**src/rtl/serial_transmitter.sv**
```systemverilog
// Byte-wide serial transmitter: one-entry holding buffer in front of a shift register,
// framed as start / 8 data bits LSB first / optional even parity / stop.
module serial_transmitter #(
    parameter int unsigned CLKS_PER_BIT = 16,
    parameter int unsigned PARITY_EN    = 0
) (
    input  logic       clk,
    input  logic       rst_n,
    input  logic [7:0] tx_data,
    input  logic       tx_valid,
    output logic       tx_ready,
    output logic       dout,
    output logic       tx_busy,
    output logic       tx_done
);

    typedef enum logic [2:0] {StIdle, StStart, StData, StParity, StStop} state_e;

    localparam logic [15:0] CntMax = 16'(CLKS_PER_BIT - 1);

    state_e      state_q, state_d;
    logic [7:0]  buf_q, buf_d;
    logic        buf_full_q, buf_full_d;
    logic [7:0]  shift_q, shift_d;
    logic [15:0] cnt_q, cnt_d;
    logic [2:0]  idx_q, idx_d;
    logic        par_q, par_d;
    logic        dout_q, dout_d;
    logic        done_q, done_d;
    logic        tc;
    logic        load;

    // Next-state logic: buffer write on handshake, frame sequencing, buffer unload into shifter.
    always_comb begin
        state_d    = state_q;
        buf_d      = buf_q;
        buf_full_d = buf_full_q;
        shift_d    = shift_q;
        cnt_d      = cnt_q;
        idx_d      = idx_q;
        par_d      = par_q;
        dout_d     = dout_q;
        done_d     = 1'b0;
        load       = 1'b0;
        tc         = (cnt_q == CntMax);

        // Writes only happen while empty and unloads only while full, so they never collide.
        if (tx_valid && !buf_full_q) begin
            buf_d      = tx_data;
            buf_full_d = 1'b1;
        end

        if (state_q != StIdle) begin
            cnt_d = tc ? '0 : cnt_q + 16'd1;
        end

        unique case (state_q)
            StIdle: begin
                if (buf_full_q) load = 1'b1;
            end
            StStart: begin
                if (tc) begin
                    state_d = StData;
                    idx_d   = 3'd0;
                    dout_d  = shift_q[0];
                end
            end
            StData: begin
                if (tc) begin
                    // Parity accumulates over the bits as they leave the shifter.
                    par_d   = par_q ^ shift_q[0];
                    shift_d = shift_q >> 1;
                    if (idx_q == 3'd7) begin
                        if (PARITY_EN != 0) begin
                            state_d = StParity;
                            dout_d  = par_q ^ shift_q[0];
                        end else begin
                            state_d = StStop;
                            dout_d  = 1'b1;
                        end
                    end else begin
                        idx_d  = idx_q + 3'd1;
                        dout_d = shift_q[1];
                    end
                end
            end
            StParity: begin
                if (tc) begin
                    state_d = StStop;
                    dout_d  = 1'b1;
                end
            end
            StStop: begin
                if (tc) begin
                    done_d = 1'b1;
                    if (buf_full_q) begin
                        load = 1'b1;
                    end else begin
                        state_d = StIdle;
                        dout_d  = 1'b1;
                    end
                end
            end
            default: state_d = StIdle;
        endcase

        // Start a frame from the buffer; from STOP this chains frames with no idle gap.
        if (load) begin
            state_d    = StStart;
            shift_d    = buf_q;
            buf_full_d = 1'b0;
            cnt_d      = '0;
            idx_d      = 3'd0;
            par_d      = 1'b0;
            dout_d     = 1'b0;
        end
    end

    // State registers; reset forces the line idle and drops any buffered byte.
    always_ff @(posedge clk or negedge rst_n) begin
        if (!rst_n) begin
            state_q    <= StIdle;
            buf_q      <= '0;
            buf_full_q <= 1'b0;
            shift_q    <= '0;
            cnt_q      <= '0;
            idx_q      <= '0;
            par_q      <= 1'b0;
            dout_q     <= 1'b1;
            done_q     <= 1'b0;
        end else begin
            state_q    <= state_d;
            buf_q      <= buf_d;
            buf_full_q <= buf_full_d;
            shift_q    <= shift_d;
            cnt_q      <= cnt_d;
            idx_q      <= idx_d;
            par_q      <= par_d;
            dout_q     <= dout_d;
            done_q     <= done_d;
        end
    end

    assign tx_ready = ~buf_full_q;
    assign tx_busy  = (state_q != StIdle);
    assign dout     = dout_q;
    assign tx_done  = done_q;

endmodule

```
**config.mk**
```make
export PLATFORM = sky130hd
export DESIGN_NAME = serial_transmitter
export DESIGN_NICKNAME = d
export VERILOG_FILES = /design/src/rtl/serial_transmitter.sv
export SDC_FILE = /design/constraint.sdc
export NUM_CORES = 1
export LEC_CHECK = 0
export BUFFER_PORTS_ARGS = -buffer_cell sky130_fd_sc_hd__buf_2
export CAP_MARGIN = 20
export CORE_ASPECT_RATIO = 2
export CORE_MARGIN = 2
export CORE_UTILIZATION = 60
export CTS_BUF_LIST = sky130_fd_sc_hd__clkbuf_4 sky130_fd_sc_hd__clkbuf_8
export CTS_CLUSTER_DIAMETER = 50
export DETAILED_ROUTE_END_ITERATION = 8
export HOLD_SLACK_MARGIN = 0.15
export PLACE_DENSITY_LB_ADDON = 0.05
export SYNTH_ARGS = -nofsm -noshare
export SYNTH_HDL_FRONTEND = slang
export SYNTH_SLANG_ARGS = --single-unit
```
**constraint.sdc**
```tcl
create_clock -name clk -period 3.1 [get_ports clk]
set_clock_uncertainty 0.05 [all_clocks]
set_input_delay 0.31 -clock clk [delete_from_list [all_inputs] [get_ports clk]]
set_output_delay 0.31 -clock clk [all_outputs]
set_load 0.01 [all_outputs]
```
# [Yosys cells after proc, flatten, opt, wreduce, memory -nomap -nowiden]
# Cells that the tools add are included.
[classes] add_sub_neg=2 n_eq_ne=14 n_mux=34 n_bitwise=1 reduce_logical=14
[ops] cell="$mux 16" n=3
[ops] cell="$mux 3" n=11
[ops] cell="$mux 8" n=3
[ops] cell="$ne 3x3->1 const B" n=7
[ops] cell="$add 16x1->16 const B" n=1
[ops] cell="$eq 16x4->1 const B" n=1
[ops] cell="$pmux 3 s5" n=1
[ops] cell="$mux 1" n=13
[ops] cell="$reduce_bool 2->1" n=4
[ops] cell="$reduce_and 7->1" n=1
[ops] cell="$eq 3x2->1 const B" n=2
[ops] cell="$eq 3x3->1 const B" n=2
[ops] cell="$pmux 3 s2" n=1
[ops] cell="$reduce_and 6->1" n=1
[ops] cell="$reduce_bool 3->1" n=2
[ops] cell="$reduce_bool 5->1" n=1
[ops] cell="$pmux 1 s4" n=1
[ops] cell="$reduce_and 4->1" n=1
[ops] cell="$add 3x1->3 const B" n=1
[ops] cell="$eq 3x1->1 const B" n=1
[ops] cell="$logic_not 3->1" n=1
[ops] cell="$ne 2x2->1 const B" n=1
[ops] cell="$pmux 1 s2" n=1
[ops] cell="$reduce_and 2->1" n=1
[ops] cell="3 further kinds" n=3
[totals] ff_bits=41 in_bits=11 out_inout_bits=4 word_cells=73

# [Logic depth before layout (Yosys ltp)]
# Gate-level depths: netlist (run 1).
[depth] depth_word=5 ltp_mapped=8 mapped_depth_nobuf=7

# [Least setup slack after synthesis (run 1)]
# No wires, ideal clock.
[synth_timing] path_type="reg-to-reg" from="register cnt_q[5]" to="register idx_q[0]" setup_time_ns=0.092 t_arrival_ns=1.622 t_required_ns=2.958 slack_ns=1.336 stages_incl_launch_ff=6 path_buffers=1 synth_period_minus_slack_ns=1.764 cell_sequence="dfrtp_1 nor4_2 nand4_2 or3_1 clkbuf_1 o31ai_2"
[synth_between] elab_chain_cells=5 elab_cells_between_ends=9 classes_between="4 x eq/ne; 3 x mux; 2 x reduce/logical"
[synth_rtl] item="from (decl)" line_no="25" text="logic [15:0] cnt_q, cnt_d;"
[synth_rtl] item="from (signal assigned)" line_no="136" text="cnt_q <= cnt_d;"
[synth_rtl] item="$eq 16x4->1 *" line_no="45" text="tc = (cnt_q == CntMax);"
[synth_rtl] item="$mux 1" line_no="94" text="if (tc) begin"
[synth_rtl] item="$pmux 1 s2" line_no="57" text="unique case (state_q)"
[synth_rtl] item="$ne 3x3->1 (no source line) or $reduce_bool 3->1 (tied branches)"
[synth_rtl] item="$reduce_and 4->1 (no source line)"
[synth_rtl] item="to (signal assigned)" line_no="137" text="idx_q <= idx_d;"
[synth_rtl] item="to (decl)" line_no="26" text="logic [2:0] idx_q, idx_d;"
# Mark *: on every way between the ends. The rest lies on a longest branch, timed or not.
# A chain may end at the register's enable or synchronous reset.

# [Worst setup path after layout (run 1)]
[layout_timing] from="register cnt_q[5]" to="register shift_q[2]"
[layout_between] elab_chain_cells=5 elab_cells_between_ends=7 classes_between="1 x eq/ne; 3 x mux; 3 x reduce/logical"
[layout_rtl] item="$eq 16x4->1 *" line_no="45"
[layout_rtl] item="$mux 1" line_no="94"
[layout_rtl] item="$pmux 1 s2" line_no="57"
[layout_rtl] item="$reduce_bool 2->1 (no source line)"
[layout_rtl] item="$reduce_and 2->1 (no source line)"
[layout_rtl] item="to (signal assigned)" line_no="135" text="shift_q <= shift_d;"
[layout_rtl] item="to (decl)" line_no="24" text="logic [7:0] shift_q, shift_d;"
# Marked as above.

==> results.json, run 1 <==
{
  "seq_area_frac_synth_pct": 49.8,
  "rsz0062_at_grt": "no",
  "critPathTopFamily": "simple AND/OR/NAND/NOR gates",
  "async_reset_ff_share_pct": 100,
  "remaining_drc_errors": 0,
  "worst_slew_pin_slew_ps": 874,
  "cts-root-buf": "clkbuf_8",
  "grt-ovfl-total": 0,
  "pre_cts_ws_ps": 945,
  "fin_crit_sh_pct": 70.5,
  "grt_max_degree": 42,
  "p_int_uw": 1050,
  "layout_common_cells": "dfrtp_1, nor2_1, nor3_1, buf_2, nand2_1",
  "yosys_register_bits": 41,
  "final_common_cell": "dfrtp_1",
  "setup_viol": 0,
  "routed_wl_um": 4110,
  "cap_violations": 0,
  "synth.largest_area_cell": "dfrtp_1",
  "post_drt_wl_per_cell_um": 16.2,
  "relSlewSlack_pct": 41.8,
  "finalWorstSetupSlack_ps": 914,
  "clk_latency_ps": 290,
  "finalMaxSlewViolations": 0,
  "seq_power_share_pct": 49.8,
  "port_buffers": 14,
  "grt_use_met2_pct": 44.8,
  "cts_resized": 0,
  "cp.arrival_ps": 2320,
  "tns_ps": 0,
  "vias": 1558,
  "synth_flop_cell": "dfrtp_1",
  "finalHoldViolations": 0,
  "use_met1_pct": 27.5,
  "cts_setup_buffers": 0,
  "antenna_found_initial": 0,
  "switchingPower_uw": 533,
  "holdWs_ps": 200,
  "die_w_um": 45.5,
  "viasPerCell": 6.13,
  "syn_nets": 223,
  "switching_share_pct": 33.7,
  "grt_pass1_wl_um": 7360,
  "cts_max_level": 2,
  "critPathLaunchType": "register",
  "p_comb_share_pct": 28.0,
  "p_leak_uw": 0.00101,
  "yosysUniqueCellTypes": 39,
  "grt_usage_pct": 25.3,
  "top_usage_layer": "met2",
  "synthTopCellsByArea": "dfrtp_1, nor2_1, mux2_2, nor3_1, xor2_1",
  "cts_buffers": 5,
  "first_iter_violations": 31,
  "diodes": 0,
  "synth_area_mm2": 0.00206,
  "fmax_mhz": 457,
  "synth_edf_count": 0,
  "path_buf_inv": 0,
  "synth_top_area_share_pct": 48.5,
  "worstHoldPathType": "in2reg",
  "area_growth_pct": 8.55,
  "cts_tree": "built",
  "ant_nets": 0,
  "use_met3_pct": 4.56,
  "first_pass_iters": 4,
  "clk_pin_slew_ps": 70,
  "peakVddDrop_uv": 541,
  "post-layout-total-power_uw": 1580,
  "rows": 30,
  "status": "finished clean",
  "worstSetupPathType": "reg2reg",
  "io_pins": 15,
  "nets": 236,
  "place_congestion": 0.836,
  "min_period_ps": 2190,
  "place_hpwl_um": 3030,
  "crit_path_top_delay_cell": "a221oi_4",
  "avgSynthCellArea_um2": 9.87,
  "clkPwrFrac_pct": 22.2,
  "die_area_mm2": 0.00395,
  "worstPathMaxFanout": 9,
  "fin_util_pct": 67.0,
  "ys.warnings.count": 0,
  "cp-end-kind": "register",
  "hold_buffers": 1,
  "grt_pass1_vias": 1633,
  "cellPowerDensity_mw_per_mm2": 706,
  "cts_buffer_depth": 2,
  "drive_gt1_share_pct": 18.5,
  "initial_utilization_pct": 61.8,
  "required_ps": 3240,
  "core_mm2": 0.00334,
  "path_cells": "nor4_2 -> nand4_2 -> a221oi_4 -> nor2_1 -> nor4_1",
  "cpPeakStageDelay_ps": 510,
  "die_h_um": 86.9,
  "clock-sinks": 41,
  "syn-instance-count": 209
}
-- registers in the layout, indices dropped and copies added, names as in the netlist --
| signal | count |
|---|---|
| buf_full_q | 1 |
| buf_q | 8 |
| cnt_q | 16 |
| dout | 1 |
| idx_q | 3 |
| shift_q | 8 |
| state_q | 3 |
| tx_done | 1 |
-- final cells by class --
type	instances	area, µm²
sequential	41	1030
inverter	2	7.51
fill	278	1100
clock buffer	7	90.1
timing repair buffer	17	95.1
multi-input combinational	155	980
tap	32	40.0
-- final timing paths --
path	endpoint	start	slack, ps	cells after the start
setup / recovery	shift_q[2]$_DFFE_PN0P_	cnt_q[5]$_DFFE_PN0P_	910	5
hold / removal	buf_q[5]$_DFFE_PN0P_	tx_data[5]	200	2
setup reg to reg	shift_q[2]$_DFFE_PN0P_	cnt_q[5]$_DFFE_PN0P_	910	5
hold reg to reg	shift_q[7]$_DFFE_PN0P_	buf_q[7]$_DFFE_PN0P_	440	2
max in group asynchronous	shift_q[7]$_DFFE_PN0P_	rst_n	1820	2
min in group asynchronous	cnt_q[9]$_DFFE_PN0P_	rst_n	620	2
-- power by group through the flow --
stage          registers (µW)  logic (µW)  clock network [µW]
3_3_place_gp              784         425                   0
6_report                  789         443                 351
2_1_floorplan             743         375                   0
5_1_grt                   809         510                 382
3_5_place_dp              796         444                   0
4_1_cts                   785         448                 363
-- kinds of logic (layout without fill, tap and decap cells) --
group,Yosys count,count (layout),synth area share [%]
xor+xnor,12,12,5.09
fa+ha+maj,3,3,1.82
buf+inv,13,26,2.73
mux,8,8,4.37
simple gates,104,104,27.2
flops,41,41,49.8
compound gates,28,28,8.98
-- stage by stage --
stage          cell area, µm²  cells
3_3_place_gp             2140    246
5_1_grt                  2240    254
2_1_floorplan            2060    209
3_5_place_dp             2140    246
4_1_cts                  2240    254
6_report                 2240    254
-- metal layers --
layer	part of all wire, %	up-vias
met5	0	-
met4	2.0	0
met3	2.7	7
met2	57	26
met1	38	765
li1	-	760
-- cell usage after synthesis (5+ instances only) --
master	instances
a21oi_1	6
and3_1	5
buf_2	5
dfrtp_1	40
mux2_2	8
nand2_1	12
nand3_1	10
nor2_1	32
nor3_1	14
nor4_1	7
o21ai_0	10
xor2_1	8
Note: power is estimated with default switching activity, not from simulation.
==> run 2, diff against run 1 <==
--- a/config.mk
+++ b/config.mk
@@ -9,7 +9,7 @@
 export CAP_MARGIN = 20
 export CORE_ASPECT_RATIO = 2
 export CORE_MARGIN = 2
-export CORE_UTILIZATION = 60
+export CORE_UTILIZATION = 56
 export CTS_BUF_LIST = sky130_fd_sc_hd__clkbuf_4 sky130_fd_sc_hd__clkbuf_8
 export CTS_CLUSTER_DIAMETER = 50
 export DETAILED_ROUTE_END_ITERATION = 8
==> constraint.sdc (replaced) <==
create_clock -name clk -period 1.9 [get_ports clk]
set_clock_uncertainty 0.05 [all_clocks]
set_input_delay 0.19 -clock clk [delete_from_list [all_inputs] [get_ports clk]]
set_output_delay 0.19 -clock clk [all_outputs]
set_load 0.01 [all_outputs]
==> results.json, run 2 (synthesized netlist as in run 1, its figures left out) <==
{
  "routed_wl_um": 4580,
  "clock-sinks": 41,
  "finalWorstSetupSlack_ps": 52.4,
  "fin_crit_sh_pct": 97.2,
  "first_iter_violations": 52,
  "remaining_drc_errors": 0,
  "cts_buffers": 5,
  "area_growth_pct": 26.7,
  "worstSetupPathType": "reg2reg",
  "status": "finished clean",
  "grt_pass1_wl_um": 7620,
  "finalHoldViolations": 0,
  "finalMaxSlewViolations": 0,
  "path_cells": "nor4_4 -> nand4_4 -> a221oi_4 -> nor2_1 -> nor4_1",
  "largest_register_ff_count": 16,
  "die_w_um": 46.9,
  "die_area_mm2": 0.00422,
  "grt-ovfl-total": 0,
  "drive_gt1_share_pct": 28.6,
  "place_hpwl_um": 3470,
  "placed_area_mm2": 0.00231,
  "grt_max_degree": 24,
  "timing.rr.start": "cnt_q[11]$_DFFE_PN0P_",
  "clk_latency_ps": 290,
  "required_ps": 2040,
  "cts_buffer_depth": 2,
  "rows": 31,
  "design_area_mm2": 0.00262,
  "layout_common_cells": "dfrtp_1, nor2_1, buf_4",
  "port_buffers": 14,
  "setup_viol": 0,
  "antenna_found_initial": 0,
  "cap_violations": 0,
  "worst_slew_pin_slew_ps": 466,
  "worstHoldPathType": "in2async",
  "p_leak_uw": 0.00118,
  "io_pins": 15,
  "viasPerCell": 5.73,
  "first_pass_iters": 4,
  "reg_top3": "cnt_q (16), buf_q (8), shift_q (8)",
  "die_h_um": 89.8,
  "cts-root-buf": "clkbuf_8",
  "grt_pass1_vias": 1851,
  "cts_max_level": 2,
  "critPathLaunchType": "register",
  "core_mm2": 0.00357,
  "post_drt_wl_per_cell_um": 15.2,
  "cpPeakStageDelay_ps": 440,
  "initial_utilization_pct": 57.8,
  "cp-end-kind": "register",
  "clk_pin_slew_ps": 80,
  "final_common_cell": "dfrtp_1",
  "peakVddDrop_uv": 808,
  "nets": 265,
  "min_period_ps": 1850,
  "grt_usage_pct": 24.4,
  "worstPathMaxFanout": 6,
  "vias": 1724,
  "regMostFlops": "cnt_q",
  "diodes": 0,
  "rsz0062_at_grt": "yes",
  "fmax_mhz": 541,
  "fin_util_pct": 73.3,
  "startpoint": "cnt_q[11]$_DFFE_PN0P_",
  "crit_path_top_delay_cell": "dfrtp_2",
  "place_congestion": 0.927,
  "cellPowerDensity_mw_per_mm2": 1110,
  "relSlewSlack_pct": 68.9,
  "cp.arrival_ps": 1980,
  "cts_tree": "built",
  "pre_cts_ws_ps": -84.7,
  "tns_ps": 0,
  "ant_nets": 0
}
[run 2: cell count changes in the layout (fill, tap and decap cells not counted), sizes merged]
cell | previous run | this run
bufinv | 0 | 1
clkinvlp | 0 | 1
buf | 16 | 36
clkbuf | 7 | 6
dlygate4sd3 | 1 | 10
[run 2: cell type report]
type | instances | area [µm²]
Clock inverter | 2 | 37.5
Inverter | 2 | 7.51
Multi-Input combinational cell | 155 | 1050
Sequential cell | 41 | 1030
Tap cell | 49 | 61.3
Timing Repair Buffer | 46 | 348
Fill cell | 276 | 953
Clock buffer | 6 | 82.6
[run 2: metal layers]
| layer | GRT usage [%] | part of all wire (%) |
|---|---|---|
| met1 | 24.1 | 36 |
| met2 | 43.3 | 59 |
| met3 | 4.22 | 2.8 |
| met4 | 13.9 | 3.0 |
| met5 | 0 | 0 |
[run 2: worst paths after layout]
| path | to | slack [ps] | depth (start not counted) |
|---|---|---|---|
| worst max-delay path | shift_q[3]$_DFFE_PN0P_ | 50 | 5 |
| worst max register to register | shift_q[3]$_DFFE_PN0P_ | 50 | 5 |
| worst min-delay path | cnt_q[4]$_DFFE_PN0P_ | 330 | 2 |
| worst min register to register | shift_q[0]$_DFFE_PN0P_ | 450 | 2 |
| max in group asynchronous | buf_full_q$_DFFE_PN0P_ | 990 | 3 |
| min in group clk | shift_q[0]$_DFFE_PN0P_ | 450 | 2 |
[run 2: worst max-delay path, delay by kind of cell, from the launching register on]
family	cells	cell delay, ps
AOI/OAI and AO/OA	1	430
DFF	1	440
and+or+nand+nor	4	830
[run 2: timing repair]
action / 4_1_cts / 5_1_grt
hold buffers: 10 / 0
setup endpoints to repair: 8 / 26
hold endpoints to repair: 40 / 0
setup buffers: 2 / 0
pin swaps: 6 / 5
resized for setup: 4 / 10
[run 2: per-stage QoR]
stage / power (µW) / std cells / hold slack [ps]
floorplan: 1820 / 209 / -156
global placement: 2080 / 281 / 109
CTS: 2900 / 301 / 337
global route: 3090 / 301 / 383
detailed placement: 2140 / 281 / 116
finish: 2910 / 301 / 331
[run 2: report_power, final]
group | total, µW | switching (µW) | internal (µW) | leakage (µW)
clock network | 729 | 302 | 427 | 0.0000574
registers | 1220 | 140 | 1080 | 0.000530
logic | 966 | 514 | 451 | 0.000591
total | 2910 | 957 | 1960 | 0.00118
